--- config.mk ---
export PLATFORM = sky130hd
export DESIGN_NAME = alu_exec_unit
export DESIGN_NICKNAME = d
export VERILOG_FILES = /design/src/rtl/alu_exec_unit.sv
export SDC_FILE = /design/constraint.sdc
export NUM_CORES = 1
export LEC_CHECK = 0
export CAP_MARGIN = 20
export CORE_ASPECT_RATIO = 0.75
export CORE_MARGIN = 2
export CORE_UTILIZATION = 43
export CTS_CLUSTER_DIAMETER = 120
export DETAILED_ROUTE_END_ITERATION = 8
export DONT_BUFFER_PORTS = 1
export PLACE_DENSITY_LB_ADDON = 0.15
export SETUP_SLACK_MARGIN = 0.1
export SYNTH_ARGS = -nofsm -noshare
export SYNTH_HDL_FRONTEND = slang
export SYNTH_SLANG_ARGS = --single-unit
--- constraint.sdc ---
create_clock -name clk -period 5.7 [get_ports clk]
set_clock_uncertainty 0.15 [all_clocks]
set_input_delay 1.14 -clock clk [delete_from_list [all_inputs] [get_ports clk]]
set_output_delay 1.14 -clock clk [all_outputs]
set_load 0.02 [all_outputs]
--- src/rtl/alu_exec_unit.sv ---
// Single-lane ALU execution unit: one-cycle ADD/SUB/ADDI/CMP, iterative shift-add MUL,
// valid/ready request and response handshakes with a registered, back-pressure-safe response.
package alu_pkg;
  localparam logic [3:0] OP_ADD  = 4'h0;
  localparam logic [3:0] OP_SUB  = 4'h1;
  localparam logic [3:0] OP_MUL  = 4'h2;
  localparam logic [3:0] OP_CMP  = 4'h3;
  localparam logic [3:0] OP_ADDI = 4'h4;
endpackage

module alu_exec_unit
  import alu_pkg::*;
#(
  parameter int DATA_WIDTH         = 32,
  parameter int TAG_WIDTH          = 4,
  parameter int MUL_BITS_PER_CYCLE = 1
) (
  input  logic                  clk,
  input  logic                  rst_n,
  input  logic                  req_valid,
  output logic                  req_ready,
  input  logic [3:0]            req_opcode,
  input  logic [DATA_WIDTH-1:0] req_a,
  input  logic [DATA_WIDTH-1:0] req_b,
  input  logic [TAG_WIDTH-1:0]  req_tag,
  output logic                  rsp_valid,
  input  logic                  rsp_ready,
  output logic [DATA_WIDTH-1:0] rsp_result,
  output logic                  rsp_cmp_flag,
  output logic [TAG_WIDTH-1:0]  rsp_tag,
  output logic                  rsp_illegal,
  output logic                  busy
);
  localparam int N  = DATA_WIDTH / MUL_BITS_PER_CYCLE;
  localparam int CW = $clog2(N + 1);

  typedef enum logic {IDLE, MUL} state_t;

  state_t                state, state_nxt;
  logic [DATA_WIDTH-1:0] mcand, mplier, acc, partial, acc_sum;
  logic [CW-1:0]         iter;
  logic [TAG_WIDTH-1:0]  mul_tag;
  logic                  accept, is_mul, rsp_free, last_iter, mul_done;
  logic [DATA_WIDTH-1:0] op_result;
  logic                  op_flag, op_illegal;

  assign accept    = req_valid && req_ready;
  assign is_mul    = (req_opcode == OP_MUL);
  assign rsp_free  = !rsp_valid || rsp_ready;
  assign last_iter = (iter == CW'(N - 1));
  // The final iteration only retires when the output register can take the product.
  assign mul_done  = (state == MUL) && last_iter && rsp_free;
  assign partial   = mcand * DATA_WIDTH'(mplier[MUL_BITS_PER_CYCLE-1:0]);
  assign acc_sum   = acc + partial;

  // NOTE: sequential state uses non-blocking assignments so every register samples pre-edge values.
  always_ff @(posedge clk or negedge rst_n) begin
    if (!rst_n) state <= IDLE;
    else        state <= state_nxt;
  end

  always_comb begin
    state_nxt = state;
    case (state)
      IDLE:    if (accept && is_mul) state_nxt = MUL;
      MUL:     if (mul_done)         state_nxt = IDLE;
      default: state_nxt = IDLE;
    endcase
  end

  always_comb begin
    busy      = (state == MUL);
    req_ready = (state == IDLE) && rsp_free;
  end

  // NOTE: every combinationally assigned signal gets a default first so no latch is inferred.
  always_comb begin
    op_result  = '0;
    op_flag    = 1'b0;
    op_illegal = 1'b0;
    case (req_opcode)
      OP_ADD, OP_ADDI: op_result = req_a + req_b;
      OP_SUB:          op_result = req_a - req_b;
      OP_CMP: begin
        op_result = req_a - req_b;
        op_flag   = (req_a < req_b);
      end
      OP_MUL:          op_result = '0;
      default:         op_illegal = 1'b1;
    endcase
  end

  // NOTE: the multiplier datapath is reset too, so an aborted multiply leaves no residue.
  always_ff @(posedge clk or negedge rst_n) begin
    if (!rst_n) begin
      mcand   <= '0;
      mplier  <= '0;
      acc     <= '0;
      iter    <= '0;
      mul_tag <= '0;
    end else if (accept && is_mul) begin
      mcand   <= req_a;
      mplier  <= req_b;
      acc     <= '0;
      iter    <= '0;
      mul_tag <= req_tag;
    end else if (state == MUL && !last_iter) begin
      acc    <= acc_sum;
      mcand  <= mcand << MUL_BITS_PER_CYCLE;
      mplier <= mplier >> MUL_BITS_PER_CYCLE;
      iter   <= iter + 1'b1;
    end
  end

  always_ff @(posedge clk or negedge rst_n) begin
    if (!rst_n) begin
      rsp_valid    <= 1'b0;
      rsp_result   <= '0;
      rsp_cmp_flag <= 1'b0;
      rsp_tag      <= '0;
      rsp_illegal  <= 1'b0;
    end else if (accept && !is_mul) begin
      rsp_valid    <= 1'b1;
      rsp_result   <= op_result;
      rsp_cmp_flag <= op_flag;
      rsp_tag      <= req_tag;
      rsp_illegal  <= op_illegal;
    end else if (mul_done) begin
      rsp_valid    <= 1'b1;
      rsp_result   <= acc_sum;
      rsp_cmp_flag <= 1'b0;
      rsp_tag      <= mul_tag;
      rsp_illegal  <= 1'b0;
    end else if (rsp_ready) begin
      rsp_valid <= 1'b0;
    end
  end
endmodule

# Word level (Yosys, flattened, before mapping)
# Index checks and enable logic that the tools add are counted.
[word_totals]
regBits = 146
in_bits = 76
[op_classes]
addsub = 4
n_mul = 1
magnitude_cmp = 1
eq_ne = 5
n_mux = 24
n_bitwise = 1
reduce_logical = 18
[op_table]
columns = ["operator", "n"]
rows = [
  ["32-bit 2-to-1 mux", 8],
  ["32-bit adder", 2],
  ["32-bit one-hot mux with 2 select lines", 1],
  ["32-bit less-than comparator", 1],
  ["32-bit by 1-bit multiplier with 32-bit output", 1],
  ["32-bit subtractor", 1],
  ["6-bit 2-to-1 mux", 2],
  ["1-bit 2-to-1 mux", 10],
  ["4-bit by 2-bit equality test with 1-bit output, second input constant", 2],
  ["4-bit 2-to-1 mux", 2],
  ["1-bit logical AND", 7],
  ["6-bit by 1-bit adder with 6-bit output, second input constant", 1],
  ["6-bit by 5-bit equality test with 1-bit output, second input constant", 1],
  ["5-bit OR reduction", 1],
  ["4-bit by 1-bit equality test with 1-bit output, second input constant", 1],
  ["4-bit by 3-bit equality test with 1-bit output, second input constant", 1],
  ["4-bit logical NOT", 1],
  ["2-bit nonzero test", 2],
  ["2-bit OR reduction", 2],
  ["1-bit logical NOT", 3],
  ["3-bit nonzero test", 1],
  ["1-bit one-hot mux with 2 select lines", 1],
  ["1-bit logical OR", 1],
  ["1-bit NOT", 1],
]

# Longest topological paths before layout
[depth]
depth_word = 7
ltp_mapped = 15

# Least setup slack after synthesis
# Ideal clock, no wire load.
[synth_path]
path_kind = "in2reg"
start = "input req_b[15]"
end = "register rsp_result[30]"
setup_ns = 0.126
arrival_ns = 3.529
t_required_ns = 5.424
setup_slack_ns = 1.895
path_stages = 13
path_cell_list = "inv_1 ha_1 buf_6 or4_4 nor4_2 o21a_1 o21ai_2 nand3_2 o2111ai_2 a31oi_1 o21ai_1 a221o_1 a221o_1"
[synth_between]
elab_chain_len = 3
word_cells_on_any_way = 4
cone_classes = "2 x add/sub; 2 x mux"
[synth_lines]
columns = ["item", "line", "source"]
rows = [
  ["start: declaration", "24", "input logic [DATA_WIDTH-1:0] req_b,"],
  ["32-bit subtractor or 32-bit adder (tied branches)", "83, 85, 82", ""],
  ["32-bit one-hot mux with 2 select lines (*)", "81", "case (req_opcode)"],
  ["32-bit 2-to-1 mux (*)", "122", "end else if (accept && !is_mul) begin"],
  ["end signal: assignment", "124", "rsp_result <= op_result;"],
  ["end signal: assignment", "130", "rsp_result <= acc_sum;"],
  ["end: declaration", "28", "output logic [DATA_WIDTH-1:0] rsp_result,"],
]
# Mark *: on every way between the ends. The rest lies on a longest branch, timed or not.
# A chain may end at the register's enable or synchronous reset.

# Worst setup path after layout
[layout_path]
start = "register mplier[0]"
end = "register rsp_result[28]"
[layout_between]
elab_chain_len = 4
[layout_lines]
columns = ["item", "line", "source"]
rows = [
  ["start: declaration", "40", "logic [DATA_WIDTH-1:0] mcand, mplier, acc, partial, acc_sum;"],
  ["start signal: assignment", "103", "mplier <= req_b;"],
  ["start signal: assignment", "110", "mplier <= mplier >> MUL_BITS_PER_CYCLE;"],
  ["32-bit by 1-bit multiplier with 32-bit output", "53", "assign partial = mcand * DATA_WIDTH'(mplier[MUL_BITS_PER_CYCLE-1:0]);"],
  ["32-bit adder", "54", "assign acc_sum = acc + partial;"],
  ["32-bit 2-to-1 mux", "128", "end else if (mul_done) begin"],
  ["32-bit 2-to-1 mux", "122", ""],
]
# Every way passes these cells. The select of a mux whose other input is x is not followed.

==> impl_results.md <==
* Gate Count Post-Synth at 1,311
* Worst EP arrival at 4230 ps
* Wire length per cell at 21.3 µm
* Global-route wire length before repair at 53,700 µm
* Final Instance Count excl. Fillers at 1,609
* Initial Util at 0.442
* Remaining Overflow, GRT at 0
* Post-CTS sizing at 0
* Final hold vios at 0
* Cell chain of the critical path: and2_1 > ha_1 > inv_1 > fa_1 > nor2b_1 > o21a_1 > o21ai_1 > a21oi_1 > o21a_1 > a31oi_1 > o21ai_0 > a31oi_1 > xnor2_1 > a221o_1
* P_leak at 5.81 nW
* CTS Hold Bufs at 0
* Latest clock arrival within the worst-skew pair at 440 ps
* Die Ht at 143 µm
* Relative slew slack at 0.342
* Port Buf Inserts at 0
* Synth cell types at 79
* Mapped Nets at 1,486
* Die W at 190 µm
* Worst Max-Slew Pin Slew at 983 ps
* Final WL at 34,300 µm
* Setup Buffers After CTS at 0
* Vias per cell at 6.08
* WS Path Type: reg -> reg
* Syn. warnings at 0
* Mapped cell area at 11,100 µm²
* Core Area at 25,200 µm²
* Cell Rows at 50
* Root Buffer: clkbuf_16
* Clock slew at reported path FFs at 70 ps
* Worst setup margin at 1640 ps
* Die area at 27,200 µm²
* EDFF count, synth at 0
* Slowest cell on crit path: dfrtp_1
* Vias in the first global route at 9,252
* Placed Instance Area at 11,300 µm²
* Sequential fraction of the synthesis area at 0.328
* Ratio of cells with drive above 1 in the final layout at 0.0614
* Req. time, crit path at 5870 ps
* Ratio of final minimum period to clock period at 0.713
* Number of I/O pins at 117
* RSZ-0062 raised after global routing: no
* Post-Route Utilization at 0.473
* Final antenna diode count at 0
* Critical path endpoint category: flop
* Nets at 1,433
* Dpl ws at 1430 ps
* Outcome: finished clean
* DR DRC count at 0
* Worst-case vdd ir drop at 353 µV
* GPL Wtd Cong at 0.913
* Syn_area_per_cell at 8.50 µm²
* Pin count of the biggest net entering global routing at 147
* Clock buffer depth at 2
* Crit-path max cell delay at 920 ps
* Clock Sinks at 146
* DRT antenna net count at 0
* Post-DP HPWL at 25,500 µm
* Peak Freq at 0.246 GHz
* Placed cells at 1,577
* Number of H-tree levels at 4
* Fin. max-slew vios at 0
* Fin area at 11,900 µm²
* DR iter-0 viols at 814
* FFs w/ async S/R, synth at 1.00
* Period minus WS final at 4060 ps
* HP Class: in -> async
* GRT Util Overall at 0.256
* Initial antenna violation count at 0
* Register bit total from synthesis at 146
* DR vias at 9,779
* Pre-antenna DRT Iters at 5
* Inserted Clock Buffers at 17
* Max Cap Viol at 0
* Setup TNS at 0 ps
* Setup-failing EPs final at 0
* Area Overhead vs Synth at 7.10%
* PwrDens at 414 nW/µm²
* Main flop type after synthesis: dfrtp_1
* CP startpoint kind: flop
* CTS tree: built
* Crit-path max FO at 33
-- cell usage after synthesis (19+ instances only) --
master      n  area (µm²)
ha_1       96        1200
and2_1     36         225
a22oi_1    84         631
nand3_1    24         120
nand2_1   184         691
xnor2_1    33         289
o21ai_0    56         280
a221o_1    19         190
a22o_1     37         324
dfrtp_1   146        3650
inv_1      68         255
a21oi_1    76         380
nor2_1     77         289
clkbuf_1   64         240
a21o_1     42         315
-- state kept, by name, summed over array words and instances (netlist names) --
register	flops
mcand	32
rsp_valid	1
rsp_result	32
mul_tag	4
busy	1
iter	6
mplier	32
rsp_illegal	1
acc	32
rsp_tag	4
rsp_cmp_flag	1
-- critical path: cells and delay by family, from the launching register on --
family | cells | cell delay, ps
simple gates | 2 | 350
flops | 1 | 920
compound gates | 8 | 1660
buf+inv | 1 | 70
xor+xnor | 1 | 160
fa+ha+maj | 2 | 610
-- layer usage --
metal	wire length, µm	vias up	global-route usage	share of wire
li1	-	4669	-	-
met1	17800	4775	0.401	0.52
met2	13200	302	0.340	0.39
met3	2700	33	0.0703	0.079
met4	568	0	0.0624	0.017
met5	0	-	0	0
-- cell families after synthesis --
| family | count (synthesis) | share of synthesized area |
|---|---|---|
| DFF | 146 | 0.328 |
| muxes | 5 | 0.00494 |
| adders and majority gates | 99 | 0.113 |
| and+or+nand+nor | 412 | 0.171 |
| xor gates and xnor gates | 48 | 0.0377 |
| buffers and inverters | 149 | 0.0526 |
| AOI/OAI and AO/OA | 452 | 0.292 |
-- worst paths after layout --
| path | start | end | slack, ps | cells past startpoint |
|---|---|---|---|---|
| setup / recovery | mplier[0]$_DFFE_PN0P_ | rsp_result[28]$_DFFE_PN0P_ | 1640 | 14 |
| hold / removal | rst_n | mcand[3]$_DFFE_PN0P_ | 240 | 0 |
| setup reg to reg | mplier[0]$_DFFE_PN0P_ | rsp_result[28]$_DFFE_PN0P_ | 1640 | 14 |
| hold reg to reg | mplier[12]$_DFFE_PN0P_ | mplier[12]$_DFFE_PN0P_ | 320 | 2 |
| max in group asynchronous | rst_n | acc[12]$_DFFE_PN0P_ | 4950 | 0 |
| min in group clk | mplier[12]$_DFFE_PN0P_ | mplier[12]$_DFFE_PN0P_ | 320 | 2 |
-- through the flow --
stage          hold WS (ps)  power (mW)
6_report                236        4.94
3_3_place_gp            308        3.73
2_1_floorplan           297        3.21
5_1_grt                 218        5.26
3_5_place_dp            315        3.77
4_1_cts                 215        4.95
-- cell usage in the layout, fill, tap and decap left out, drive strengths merged, types with 4 or more instances in the layout --
cell type / Yosys / routed
a222oi: 5 / 5
a31oi: 12 / 12
xor2: 15 / 15
a221o: 19 / 19
a211oi: 12 / 12
nor3: 15 / 15
clkbuf: 64 / 19
and3: 10 / 10
o22ai: 9 / 9
nand3: 25 / 25
a22oi: 84 / 84
o211ai: 5 / 5
dfrtp: 146 / 146
o31ai: 15 / 15
a21oi: 76 / 76
or3: 6 / 6
buf: 16 / 8
nand4: 13 / 13
mux2: 4 / 4
inv: 68 / 75
nand2: 184 / 184
ha: 96 / 96
o221ai: 8 / 8
nor2b: 16 / 16
clkinv: 1 / 5
o21ai: 65 / 65
xnor2: 33 / 33
a22o: 37 / 37
o21bai: 15 / 15
nand2b: 13 / 13
o21a: 6 / 6
a221oi: 7 / 7
a21o: 43 / 43
nor2: 77 / 77
a2111oi: 6 / 6
or2: 9 / 9
and2: 36 / 36
-- cell type report --
type	instances	area, µm²
Clock inverter	13	139
Inverter	69	259
Sequential cell	146	3650
Clock buffer	19	453
Timing Repair Buffer	8	72.6
Multi-Input combinational cell	1016	6930
Fill cell	2485	13300
Tap cell	338	423
-- power by group --
group	switching (mW)	leakage (nW)	internal, mW	total, mW
combinational	1.10	3.61	0.682	1.78
sequential	0.543	1.91	1.45	2.00
clock	0.518	0.289	0.640	1.16
total	2.16	5.81	2.78	4.94
(Power assumes the default switching activity.)
